--- config.mk ---
export PLATFORM = sky130hd
export DESIGN_NAME = mem_lsu
export DESIGN_NICKNAME = d
export VERILOG_FILES = /design/src/rtl/mem_lsu_pkg.sv /design/src/rtl/mem_lsu_load_align.sv /design/src/rtl/mem_lsu.sv
export SDC_FILE = /design/constraint.sdc
export NUM_CORES = 1
export LEC_CHECK = 0
export ABC_AREA = 1
export BUFFER_PORTS_ARGS = -buffer_cell sky130_fd_sc_hd__buf_2
export CAP_MARGIN = 10
export CORE_MARGIN = 1
export CORE_UTILIZATION = 52
export DETAILED_ROUTE_END_ITERATION = 6
export HOLD_SLACK_MARGIN = 0.1
export PLACE_DENSITY = 0.85
export SLEW_MARGIN = 20
export SYNTH_ARGS = -nofsm -noshare
export SYNTH_HDL_FRONTEND = slang
export SYNTH_SLANG_ARGS = --single-unit
export TNS_END_PERCENT = 5
--- constraint.sdc ---
create_clock -name i_clk -period 2 [get_ports i_clk]
set_input_delay 0.1 -clock i_clk [delete_from_list [all_inputs] [get_ports i_clk]]
set_output_delay 0.1 -clock i_clk [all_outputs]
set_load 0.01 [all_outputs]
--- src/rtl/mem_lsu_pkg.sv ---
`default_nettype none
// ============================================================================
//  Module   : mem_lsu_pkg
//  Purpose  : Shared encodings and helpers for the load/store unit:
//             access-type codes, FSM state enum, byte-enable, access-size
//             and alignment helpers.
//  Ports    : none (package)
//  Revision : 1.0 - initial release
// ============================================================================
package mem_lsu_pkg;

  // Access type codes carried on i_bhw_type
  localparam logic [2:0] BHW_W  = 3'b001;
  localparam logic [2:0] BHW_H  = 3'b010;
  localparam logic [2:0] BHW_D  = 3'b011;
  localparam logic [2:0] BHW_B  = 3'b100;
  localparam logic [2:0] BHW_WU = 3'b101;
  localparam logic [2:0] BHW_BU = 3'b110;
  localparam logic [2:0] BHW_HU = 3'b111;

  // FSM state encoding
  typedef enum logic [0:0] {
    ST_IDLE = 1'b0,
    ST_BUSY = 1'b1
  } lsu_state_e;

  // Unshifted lane mask for an access type (undefined codes select nothing)
  function automatic logic [7:0] lsu_size_mask(input logic [2:0] bhw);
    logic [7:0] m;
    case (bhw)
      BHW_B, BHW_BU: m = 8'h01;
      BHW_H, BHW_HU: m = 8'h03;
      BHW_W, BHW_WU: m = 8'h0F;
      BHW_D:         m = 8'hFF;
      default:       m = 8'h00;
    endcase
    return m;
  endfunction

  // Byte enables for an access placed at byte offset 'off' within the word
  function automatic logic [7:0] lsu_byte_en(input logic [2:0] bhw,
                                             input logic [2:0] off);
    return lsu_size_mask(bhw) << off;
  endfunction

  // Alignment check; doubleword only exists on a 64-bit datapath
  function automatic logic lsu_misaligned(input logic [2:0] bhw,
                                          input logic [2:0] off,
                                          input logic       is64);
    logic mis;
    case (bhw)
      BHW_B, BHW_BU: mis = 1'b0;
      BHW_H, BHW_HU: mis = off[0];
      BHW_W, BHW_WU: mis = |off[1:0];
      BHW_D:         mis = !is64 || (|off);
      default:       mis = 1'b1;
    endcase
    return mis;
  endfunction

endpackage
`default_nettype wire

--- src/rtl/mem_lsu_load_align.sv ---
`default_nettype none
// ============================================================================
//  Module   : mem_lsu_load_align
//  Purpose  : Combinational load lane extraction and sign/zero extension.
//  Ports    : i_rdata  - raw memory word
//             i_off    - byte offset of the access inside the word
//             i_bhw    - access type code
//             o_data   - extracted, extended load result
//  Revision : 1.0 - initial release
// ============================================================================
module mem_lsu_load_align
  import mem_lsu_pkg::*;
#(
  parameter  int DATA_W = 32,
  localparam int OFF_W  = $clog2(DATA_W / 8)
) (
  input  logic [DATA_W-1:0] i_rdata,
  input  logic [OFF_W-1:0]  i_off,
  input  logic [2:0]        i_bhw,
  output logic [DATA_W-1:0] o_data
);

  logic [DATA_W-1:0] w_shift;
  logic [DATA_W-1:0] w_word_s;
  logic [DATA_W-1:0] w_word_u;

  // Addressed lane moved down to bit 0
  assign w_shift = i_rdata >> {i_off, 3'b000};

  // A word access only needs extending when the datapath is wider than 32
  generate
    if (DATA_W > 32) begin : g_wide
      assign w_word_s = {{(DATA_W-32){w_shift[31]}}, w_shift[31:0]};
      assign w_word_u = {{(DATA_W-32){1'b0}},        w_shift[31:0]};
    end else begin : g_narrow
      assign w_word_s = w_shift;
      assign w_word_u = w_shift;
    end
  endgenerate

  always_comb begin
    o_data = w_shift;
    case (i_bhw)
      BHW_B:  o_data = {{(DATA_W-8){w_shift[7]}},   w_shift[7:0]};
      BHW_BU: o_data = {{(DATA_W-8){1'b0}},         w_shift[7:0]};
      BHW_H:  o_data = {{(DATA_W-16){w_shift[15]}}, w_shift[15:0]};
      BHW_HU: o_data = {{(DATA_W-16){1'b0}},        w_shift[15:0]};
      BHW_W:  o_data = w_word_s;
      BHW_WU: o_data = w_word_u;
      default: o_data = w_shift;
    endcase
  end

endmodule
`default_nettype wire

--- src/rtl/mem_lsu.sv ---
`default_nettype none
// ============================================================================
//  Module   : mem_lsu
//  Purpose  : Pipeline memory stage. Issues one load/store at a time on a
//             req/ack memory port, stalls upstream while waiting, checks
//             alignment, times out a silent memory and retires every op into
//             a one-cycle writeback pulse.
//  Ports    : i_clk/i_reset          - clock, synchronous active-high reset
//             i_valid..i_bhw_type    - op from the previous pipeline stage
//             o_mem_* / i_mem_*      - memory request/response port
//             o_stall                - hold upstream inputs
//             o_m_rd                 - forwarding copy of i_rd
//             o_wb_*                 - registered writeback outputs
//             o_misalign/o_bus_err   - one-cycle error pulses
//  Revision : 1.0 - initial release
// ============================================================================
module mem_lsu
  import mem_lsu_pkg::*;
#(
  parameter int DATA_W      = 32,
  parameter int ADDR_W      = 32,
  parameter int TIMEOUT_CYC = 16
) (
  input  logic                  i_clk,
  input  logic                  i_reset,
  // pipeline side
  input  logic                  i_valid,
  input  logic [ADDR_W-1:0]     i_addr,
  input  logic [DATA_W-1:0]     i_wdata,
  input  logic [4:0]            i_rd,
  input  logic                  i_mem_read,
  input  logic                  i_mem_write,
  input  logic                  i_mem_to_reg,
  input  logic                  i_reg_write,
  input  logic [2:0]            i_bhw_type,
  // memory port
  output logic                  o_mem_req,
  output logic                  o_mem_we,
  output logic [ADDR_W-1:0]     o_mem_addr,
  output logic [DATA_W/8-1:0]   o_mem_be,
  output logic [DATA_W-1:0]     o_mem_wdata,
  input  logic                  i_mem_ack,
  input  logic [DATA_W-1:0]     i_mem_rdata,
  // control / writeback
  output logic                  o_stall,
  output logic [4:0]            o_m_rd,
  output logic                  o_wb_valid,
  output logic [DATA_W-1:0]     o_wb_read_data,
  output logic [ADDR_W-1:0]     o_wb_alu_result,
  output logic [4:0]            o_wb_rd,
  output logic                  o_wb_mem_to_reg,
  output logic                  o_wb_reg_write,
  output logic                  o_misalign,
  output logic                  o_bus_err
);

  localparam int NB    = DATA_W / 8;
  localparam int OFF_W = $clog2(NB);
  localparam int CNT_W = $clog2(TIMEOUT_CYC + 1);

  // ---------------------------------------------------------------- decode
  logic              w_mem_op;
  logic [OFF_W-1:0]  w_off;
  logic [2:0]        w_off3;
  logic              w_misalign;
  logic [NB-1:0]     w_be;
  logic [DATA_W-1:0] w_lane_mask;
  logic [DATA_W-1:0] w_store_data;
  logic [ADDR_W-1:0] w_mem_addr;
  logic              w_timeout;
  logic [DATA_W-1:0] w_load_data;

  assign w_mem_op   = i_valid & (i_mem_read | i_mem_write);
  assign w_off      = i_addr[OFF_W-1:0];
  assign w_off3     = 3'(w_off);
  assign w_misalign = lsu_misaligned(i_bhw_type, w_off3, (DATA_W == 64));
  assign w_be       = NB'(lsu_byte_en(i_bhw_type, w_off3));
  assign w_mem_addr = {i_addr[ADDR_W-1:OFF_W], {OFF_W{1'b0}}};

  // Expand byte enables to a bit mask so unselected lanes read as zero
  generate
    for (genvar gi = 0; gi < NB; gi++) begin : g_lane
      assign w_lane_mask[8*gi +: 8] = {8{w_be[gi]}};
    end
  endgenerate

  assign w_store_data = (i_wdata << {w_off, 3'b000}) & w_lane_mask;

  // ---------------------------------------------------------------- state
  lsu_state_e        state_q, state_d;
  logic              req_q, req_d;
  logic              we_q, we_d;
  logic [ADDR_W-1:0] maddr_q, maddr_d;
  logic [NB-1:0]     be_q, be_d;
  logic [DATA_W-1:0] wdata_q, wdata_d;
  logic [CNT_W-1:0]  cnt_q, cnt_d;
  logic [2:0]        op_bhw_q, op_bhw_d;
  logic [OFF_W-1:0]  op_off_q, op_off_d;
  logic [4:0]        op_rd_q, op_rd_d;
  logic [ADDR_W-1:0] op_alu_q, op_alu_d;
  logic              op_m2r_q, op_m2r_d;
  logic              op_rw_q, op_rw_d;
  logic              wb_valid_q, wb_valid_d;
  logic [DATA_W-1:0] wb_rdata_q, wb_rdata_d;
  logic [ADDR_W-1:0] wb_alu_q, wb_alu_d;
  logic [4:0]        wb_rd_q, wb_rd_d;
  logic              wb_m2r_q, wb_m2r_d;
  logic              wb_rw_q, wb_rw_d;
  logic              misalign_q, misalign_d;
  logic              bus_err_q, bus_err_d;

  // Last permitted BUSY cycle; ack in this same cycle still wins
  assign w_timeout = (cnt_q == CNT_W'(TIMEOUT_CYC - 1));

  mem_lsu_load_align #(
    .DATA_W (DATA_W)
  ) u_load_align (
    .i_rdata (i_mem_rdata),
    .i_off   (op_off_q),
    .i_bhw   (op_bhw_q),
    .o_data  (w_load_data)
  );

  // The timeout cycle retires the op, so the stall must drop there too;
  // otherwise upstream would replay the same faulting access forever.
  always_comb begin
    o_stall = 1'b0;
    if (state_q == ST_IDLE)
      o_stall = w_mem_op & ~w_misalign;
    else
      o_stall = ~i_mem_ack & ~w_timeout;
  end

  always_comb begin
    state_d    = state_q;
    req_d      = req_q;
    we_d       = we_q;
    maddr_d    = maddr_q;
    be_d       = be_q;
    wdata_d    = wdata_q;
    cnt_d      = cnt_q;
    op_bhw_d   = op_bhw_q;
    op_off_d   = op_off_q;
    op_rd_d    = op_rd_q;
    op_alu_d   = op_alu_q;
    op_m2r_d   = op_m2r_q;
    op_rw_d    = op_rw_q;
    wb_valid_d = 1'b0;
    wb_rdata_d = wb_rdata_q;
    wb_alu_d   = wb_alu_q;
    wb_rd_d    = wb_rd_q;
    wb_m2r_d   = wb_m2r_q;
    wb_rw_d    = wb_rw_q;
    misalign_d = 1'b0;
    bus_err_d  = 1'b0;

    case (state_q)
      ST_IDLE: begin
        if (i_valid) begin
          if (w_mem_op && !w_misalign) begin
            state_d  = ST_BUSY;
            req_d    = 1'b1;
            we_d     = ~i_mem_read;   // read wins when both are set
            maddr_d  = w_mem_addr;
            be_d     = w_be;
            wdata_d  = i_mem_read ? '0 : w_store_data;
            cnt_d    = '0;
            op_bhw_d = i_bhw_type;
            op_off_d = w_off;
            op_rd_d  = i_rd;
            op_alu_d = i_addr;
            op_m2r_d = i_mem_to_reg;
            op_rw_d  = i_reg_write;
          end else begin
            // Non-memory op or misaligned access: retire immediately
            wb_valid_d = 1'b1;
            wb_alu_d   = i_addr;
            wb_rd_d    = i_rd;
            wb_m2r_d   = i_mem_to_reg;
            wb_rw_d    = w_mem_op ? 1'b0 : i_reg_write;
            misalign_d = w_mem_op;
          end
        end
      end
      ST_BUSY: begin
        if (i_mem_ack || w_timeout) begin
          state_d    = ST_IDLE;
          req_d      = 1'b0;
          cnt_d      = '0;
          wb_valid_d = 1'b1;
          wb_alu_d   = op_alu_q;
          wb_rd_d    = op_rd_q;
          wb_m2r_d   = op_m2r_q;
          if (i_mem_ack) begin
            wb_rw_d = op_rw_q;
            if (!we_q)
              wb_rdata_d = w_load_data;
          end else begin
            wb_rw_d   = 1'b0;
            bus_err_d = 1'b1;
          end
        end else begin
          cnt_d = cnt_q + CNT_W'(1);
        end
      end
      default: state_d = ST_IDLE;
    endcase
  end

  always_ff @(posedge i_clk) begin
    if (i_reset) begin
      state_q    <= ST_IDLE;
      req_q      <= 1'b0;
      we_q       <= 1'b0;
      maddr_q    <= '0;
      be_q       <= '0;
      wdata_q    <= '0;
      cnt_q      <= '0;
      op_bhw_q   <= '0;
      op_off_q   <= '0;
      op_rd_q    <= '0;
      op_alu_q   <= '0;
      op_m2r_q   <= 1'b0;
      op_rw_q    <= 1'b0;
      wb_valid_q <= 1'b0;
      wb_rdata_q <= '0;
      wb_alu_q   <= '0;
      wb_rd_q    <= '0;
      wb_m2r_q   <= 1'b0;
      wb_rw_q    <= 1'b0;
      misalign_q <= 1'b0;
      bus_err_q  <= 1'b0;
    end else begin
      state_q    <= state_d;
      req_q      <= req_d;
      we_q       <= we_d;
      maddr_q    <= maddr_d;
      be_q       <= be_d;
      wdata_q    <= wdata_d;
      cnt_q      <= cnt_d;
      op_bhw_q   <= op_bhw_d;
      op_off_q   <= op_off_d;
      op_rd_q    <= op_rd_d;
      op_alu_q   <= op_alu_d;
      op_m2r_q   <= op_m2r_d;
      op_rw_q    <= op_rw_d;
      wb_valid_q <= wb_valid_d;
      wb_rdata_q <= wb_rdata_d;
      wb_alu_q   <= wb_alu_d;
      wb_rd_q    <= wb_rd_d;
      wb_m2r_q   <= wb_m2r_d;
      wb_rw_q    <= wb_rw_d;
      misalign_q <= misalign_d;
      bus_err_q  <= bus_err_d;
    end
  end

  // ---------------------------------------------------------------- outputs
  assign o_mem_req       = req_q;
  assign o_mem_we        = we_q;
  assign o_mem_addr      = maddr_q;
  assign o_mem_be        = be_q;
  assign o_mem_wdata     = wdata_q;
  assign o_m_rd          = i_rd;
  assign o_wb_valid      = wb_valid_q;
  assign o_wb_read_data  = wb_rdata_q;
  assign o_wb_alu_result = wb_alu_q;
  assign o_wb_rd         = wb_rd_q;
  assign o_wb_mem_to_reg = wb_m2r_q;
  assign o_wb_reg_write  = wb_rw_q;
  assign o_misalign      = misalign_q;
  assign o_bus_err       = bus_err_q;

endmodule
`default_nettype wire

==> metrics.cfg, run 1 <==
[global_routing]
first_global_vias = 8156
grtUsageTotal = 0.296
grt_max_degree = 80
antenna_found_initial = 1
grt_remaining_overflow = 0
grt_pass1_wl_um = 38800

[clock_tree]
insertion_delay_ps = 420
clk_path_buf_depth = 2
cts.reportedPaths.clkPinSlew_ps = 60
cts_tree = built
htreeDepth = 4
cts_buffers = 17
cts_sinks = 160
cts-root-buf = clkbuf_16

[power]
total_power_mw = 8.54
irDropWorstVdd_uv = 633
swShare = 0.290
p_sw_mw = 2.48
p_int_mw = 6.06
power_density_mw_per_mm2 = 803
clkPwrFrac = 0.388
seqPwrFrac = 0.409
cellLeakagePower_nw = 5.49
p_comb_frac = 0.203

[final_layout]
finish.utilization = 0.692
final_cell_area_mm2 = 0.0106
layout.nets = 1626
syn_to_final_growth_pct = 28.7
drive_above_1_share = 0.236
fill_cells = 1334

[place]
routabilityCongestion = 0.893
dp_hpwl_um = 15800
place_ws_ps = 290
port_buffers = 259
placed_area_mm2 = 0.00939

[setup_path]
required_ps = 1900
critical_path.top_delay_family = buffers and inverters
max_stage_delay_ps = 540
cp_slowest_cell = dlygate4sd3_1
path_cells = dlygate4sd3_1 -> buf_2 -> inv_2 -> nand2_2 -> nor2_1 -> nor2_4 -> nand4_4 -> buf_6 -> nand2_1 -> buf_4
crit_path_start_kind = primary input
worstSetupPathType = in2out
cp.arrival_ps = 1810
endpoint_kind = output port
critical_path_buf_inv_count = 5
cp_max_fo = 32

[synth]
syn_area_mm2 = 0.00826
yosysUniqueCellTypes = 35
synth.area.top_cells = dfxtp_1, nand2_1, nor2_1, inv_1, nand3_1
synth_cells = 1263
yosys.area.top_type_share = 0.388
yosys.area.top_type = dfxtp_1
synth_warnings = 0
synth_area_per_cell_um2 = 6.54
seq_area_frac_synth = 0.388
ys_ff_latch = 160

[drt]
drt_pass1_iterations = 6
first_iter_violations = 689
viasPerCell = 5.08
drc = 0
antenna_left = 0
vias = 8832
routedWlPerCell_um = 13.8
drt_wl_total_um = 23900

[worst_hold_path]
min_path_type = in2reg

[die]
core_area_mm2 = 0.0154
die_y_um = 128
rows = 45
initial_core_util = 0.538
chipWidth_um = 128
boundaryPins = 262
fp.dieArea_mm2 = 0.0164

[timing]
fin_crit_ps = 1910
max_freq_mhz = 524
slew_headroom = 0.399
postLayoutSetupSlackWorst_ps = 91.9
finalCritPeriodShare = 0.954
fin_skew_ps = 7.53
worst_pin_slew_ps = 902
setup_viol = 0
fin_tns_setup_ps = 0
rsz0062_at_grt = no
drv_slew = 0
hold_violations = 0

[outcome]
status = completed

[job]
maxCapViolations = 0

## worst paths after layout
path                   start  slack (ps)  cells after the start             endpoint
max reg2reg         cnt_q[0]         250                     12  o_wb_alu_result[30]
min reg2reg  o_mem_wdata[22]         460                      2      o_mem_wdata[22]
max            i_bhw_type[1]          90                     10              o_stall
min          i_mem_rdata[12]         120                      5    o_wb_read_data[4]
## cell families (layout without fill, tap and decap cells)
kind of cell,count (synthesis),after routing,share of synthesized area
AOI/OAI and AO/OA,215,215,0.144
other,1,3,0.000454
and+or+nand+nor,631,631,0.319
DFF,160,160,0.388
adders and majority gates,2,2,0.00303
buffers and inverters,254,515,0.146
## Yosys cell counts
library cell  count
buf_6             7
dfxtp_1         160
nor2_2            2
nor2_4            1
o22ai_1           1
inv_2             9
inv_1           127
nor3_1            3
a211oi_1          1
buf_4            46
nand4_1           2
nand3_2           3
buf_1             9
conb_1            1
buf_2            11
o211ai_1         36
nor2_8            3
a21oi_2           1
clkbuf_2          1
o21ai_1          21
a31oi_1           1
nand3_1          92
a22oi_1           1
nand4_4           1
a21oi_1          67
nor2_1          169
ha_1              2
o21ai_0          82
nand2_1         338
o21ai_2           1
o21a_1            3
or2_2            14
clkbuf_1         43
buf_12            1
nand2_2           3
## worst min-delay path, stage by stage
cell and delay (ps):
buf_2 100, o211ai_1 90, nand3_1 90, o211ai_1 80, inv_1 50
## layer usage
metal  track usage  wire length [um]  vias to the layer above
met5             0                13                        -
met4         0.134               858                        2
met3        0.0697              1700                       66
met2         0.496             11300                      369
met1         0.360             10000                     3965
li1              -                 -                     4430
## layout by cell type, fill, tap and decap left out, types with 4 or more instances in the layout
cell,Yosys,layout
or2_2,14,14
dfxtp_1,160,158
buf_4,46,22
nand3_1,92,92
o21ai_1,21,21
dlygate4sd3_1,0,61
o21ai_0,82,82
buf_2,11,258
nand2_1,338,338
clkbuf_16,0,17
buf_12,1,5
nor2_1,169,168
o211ai_1,36,36
clkbuf_8,0,4
a21oi_1,67,67
inv_1,127,127
inv_2,9,9
## timing repair
action                                  4_1_cts  5_1_grt
endpoints found under the hold margin        98        0
endpoints found under the setup margin        0        1
setup buffers                                 0        1
resized for setup                             0        7
hold buffers                                 61        0
## stage by stage
stage	hold WS, ps	cells
after CTS	106	1735
after global placement	347	1642
after floorplan	179	1264
after detailed placement	349	1642
after global routing	147	1736
final	116	1737
## cell type report
type / count / area, um^2 / share of cell area
inverters: 136 / 510 / 0.0480
diodes: 1 / 2.50 / 0.000235
multi-input cells: 850 / 3870 / 0.364
flip-flops and latches: 160 / 3210 / 0.301
clock buffers: 22 / 484 / 0.0455
well taps: 211 / 264 / 0.0248
repair buffers: 347 / 2180 / 0.205
clock inverters: 10 / 124 / 0.0116
## power by group through the flow
stage,clock [mW],sequential (mW),combinational [mW]
6_report,3.31,3.50,1.73
3_3_place_gp,0,3.56,1.57
3_5_place_dp,0,3.56,1.61
2_1_floorplan,0,3.61,1.08
4_1_cts,3.36,3.50,1.71
5_1_grt,3.52,3.52,1.94
Power figures use the tool's default switching activity.
==> run 2, diff against run 1 <==
--- a/config.mk
+++ b/config.mk
@@ -16,5 +16,6 @@
 export SLEW_MARGIN = 20
 export SYNTH_ARGS = -nofsm -noshare
 export SYNTH_HDL_FRONTEND = slang
+export SYNTH_HIERARCHICAL = 1
 export SYNTH_SLANG_ARGS = --single-unit
 export TNS_END_PERCENT = 5
==> metrics.cfg, run 2 <==
[outcome]
status = completed

[power]
swShare = 0.313
irDropWorstVdd_uv = 647
total_power_mw = 8.54
cellLeakagePower_nw = 5.63
p_sw_mw = 2.68
p_int_mw = 5.87
power_density_mw_per_mm2 = 789
p_comb_frac = 0.210
clkPwrFrac = 0.381
seqPwrFrac = 0.409

[die]
die_y_um = 129
fp.dieArea_mm2 = 0.0166
rows = 46
core_area_mm2 = 0.0158
boundaryPins = 262
chipWidth_um = 129
initial_core_util = 0.530

[synth]
yosys.area.top_type = dfxtp_1
async_flop_share = 0
synth_warnings = 6
synth_cells = 1351
yosys.area_share.adder = 0.00298
synth_area_per_cell_um2 = 6.21
synth_top_family_by_area = simple AND/OR/NAND/NOR gates
synthXorXnorAreaFrac = 0.00104
netlist_top_cells_count = nand2_1, nor2_1, dfxtp_1, nand3_1, inv_1
yosysUniqueCellTypes = 27
synthSimpleGateAreaFrac = 0.392
ys_ff_latch = 160
muxShareOfSynthArea = 0
yosys.area.top_type_share = 0.382
seq_area_frac_synth = 0.382
yosys_most_used_dff = dfxtp_1
synth_edf_count = 0
synth-compound-area-share = 0.0902
synth.area.top_cells = dfxtp_1, nand2_1, nor2_1, nand3_1, a21oi_1
syn_area_mm2 = 0.00839
synthMostInstantiatedCell = nand2_1

[final_layout]
insertedDiodeCount = 0
syn_to_final_growth_pct = 29.1
finish.utilization = 0.684
fill_cells = 1336
layout_commonest_cell = nand2_1
most-common-layout-cells = nand2_1, buf_2, nor2_1
stdcell_count = 1829
final_cell_area_mm2 = 0.0108
drive_above_1_share = 0.223
layout.nets = 1714

[setup_path]
critical_path.top_delay_family = simple AND/OR/NAND/NOR gates
worstSetupPathType = reg2out
required_ps = 1900
max_stage_delay_ps = 370
r2r-start = cnt_q[0]
endpoint_kind = output port
r2r-end = o_wb_alu_result[31]
cp_max_fo = 4
path_cells = ha_4 -> inv_4 -> nor3_4 -> ha_2 -> nor2_4 -> nor2_4 -> inv_2 -> nand2_2 -> inv_2 -> buf_6
path_depth = 10
cp.arrival_ps = 1820
critical_path_buf_inv_count = 4
cp_slowest_cell = dfxtp_4
reg2regPathDepth = 12
r2r_setup_slack_ps = 140
crit_path_start_kind = register

[clock_tree]
cts-root-buf = clkbuf_16
clk_path_buf_depth = 2
cts_buffers = 17
cts_tree = built
cts_sinks = 160
insertion_delay_ps = 430
cts.reportedPaths.clkPinSlew_ps = 70
htreeDepth = 4

[drt]
routedWlPerCell_um = 14.2
drc = 0
drt_wl_total_um = 26000
antenna_left = 0
first_iter_violations = 719
drt_pass1_iterations = 6
viasPerCell = 5.19
vias = 9497

[place]
routabilityCongestion = 0.929
port_buffers = 259
dpl.cell_count = 1736
placed_area_mm2 = 0.00957
dp_hpwl_um = 16800
place_ws_ps = 252

[timing]
fin_tns_setup_ps = 0
postLayoutSetupSlackWorst_ps = 76.4
max_freq_mhz = 520
hold_violations = 0
fin_skew_ps = 10.2
slew_headroom = 0.383
timing.hold.ws_ps = 172
drv_slew = 0
finalCritPeriodShare = 0.962
fin_crit_ps = 1920
setup_viol = 0
worst_pin_slew_ps = 925

[global_routing]
grt_pass1_wl_um = 41000
grt_max_degree = 79
antenna_found_initial = 0
grtUsageTotal = 0.312
grt_remaining_overflow = 0
first_global_vias = 8571

[worst_hold_path]
hold_depth = 5
min_path_type = in2reg
hold_path_startpoint = i_mem_rdata[14]
whs_endpoint = o_wb_read_data[6]

[job]
maxCapViolations = 0

[run 2: worst max path at each step]
stage	end	start
finish	o_stall	cnt_q[0]
global route	o_stall	cnt_q[0]
CTS	o_stall	cnt_q[0]
detailed placement	o_wb_alu_result[0]	cnt_q[0]
global placement	o_wb_rd[2]	cnt_q[0]
floorplan	o_wb_alu_result[12]	cnt_q[0]
[run 2: power by group through the flow]
stage	Clock, mW	Sequential, mW	Combinational [mW]
after floorplan	0	3.62	1.04
after global placement	0	3.56	1.62
after detailed placement	0	3.56	1.65
after CTS	3.31	3.49	1.75
after global routing	3.44	3.52	2.00
final	3.25	3.50	1.80
[run 2: worst register-to-register path, stage by stage, from the launching register on]
cell and delay (ps):
dfxtp_4 370, ha_4 140, inv_4 40, nor3_4 170, ha_2 210, nor2_4 50, nor2_4 120, inv_2 50
buf_4 130, buf_4 220, nand3_1 130, nand2_1 70, nor2_1 100
[run 2: timing repair]
action,4_1_cts,5_1_grt
hold buffers,60,0
pin swaps,0,5
gates resized for setup,4,17
setup buffers,0,1
hold endpoints to repair,94,0
endpoints found under the setup margin,1,1
[run 2: cell type report]
type | count | area, um^2 | share of cell area
clock buffer | 18 | 439 | 0.0405
sequential | 160 | 3210 | 0.297
timing repair buffer | 350 | 2190 | 0.202
tap | 216 | 270 | 0.0250
multi-input combinational | 960 | 4150 | 0.384
clock inverter | 14 | 150 | 0.0139
inverter | 111 | 419 | 0.0387
[run 2: layer usage]
metal,wire [um],up-vias,share of wire,track usage
met4,991,0,0.038,0.153
met5,0,-,0,0
met3,2080,89,0.080,0.0772
met1,10700,4264,0.41,0.380
li1,-,4673,-,-
met2,12200,471,0.47,0.514
[run 2: kinds of logic after synthesis]
logic type	after synthesis
other	1
flip-flops	160
AND/OR/NAND/NOR	807
XOR/XNOR	1
buffers and inverters	232
adder cells (fa/ha/maj)	2
AO/OA/AOI/OAI	148
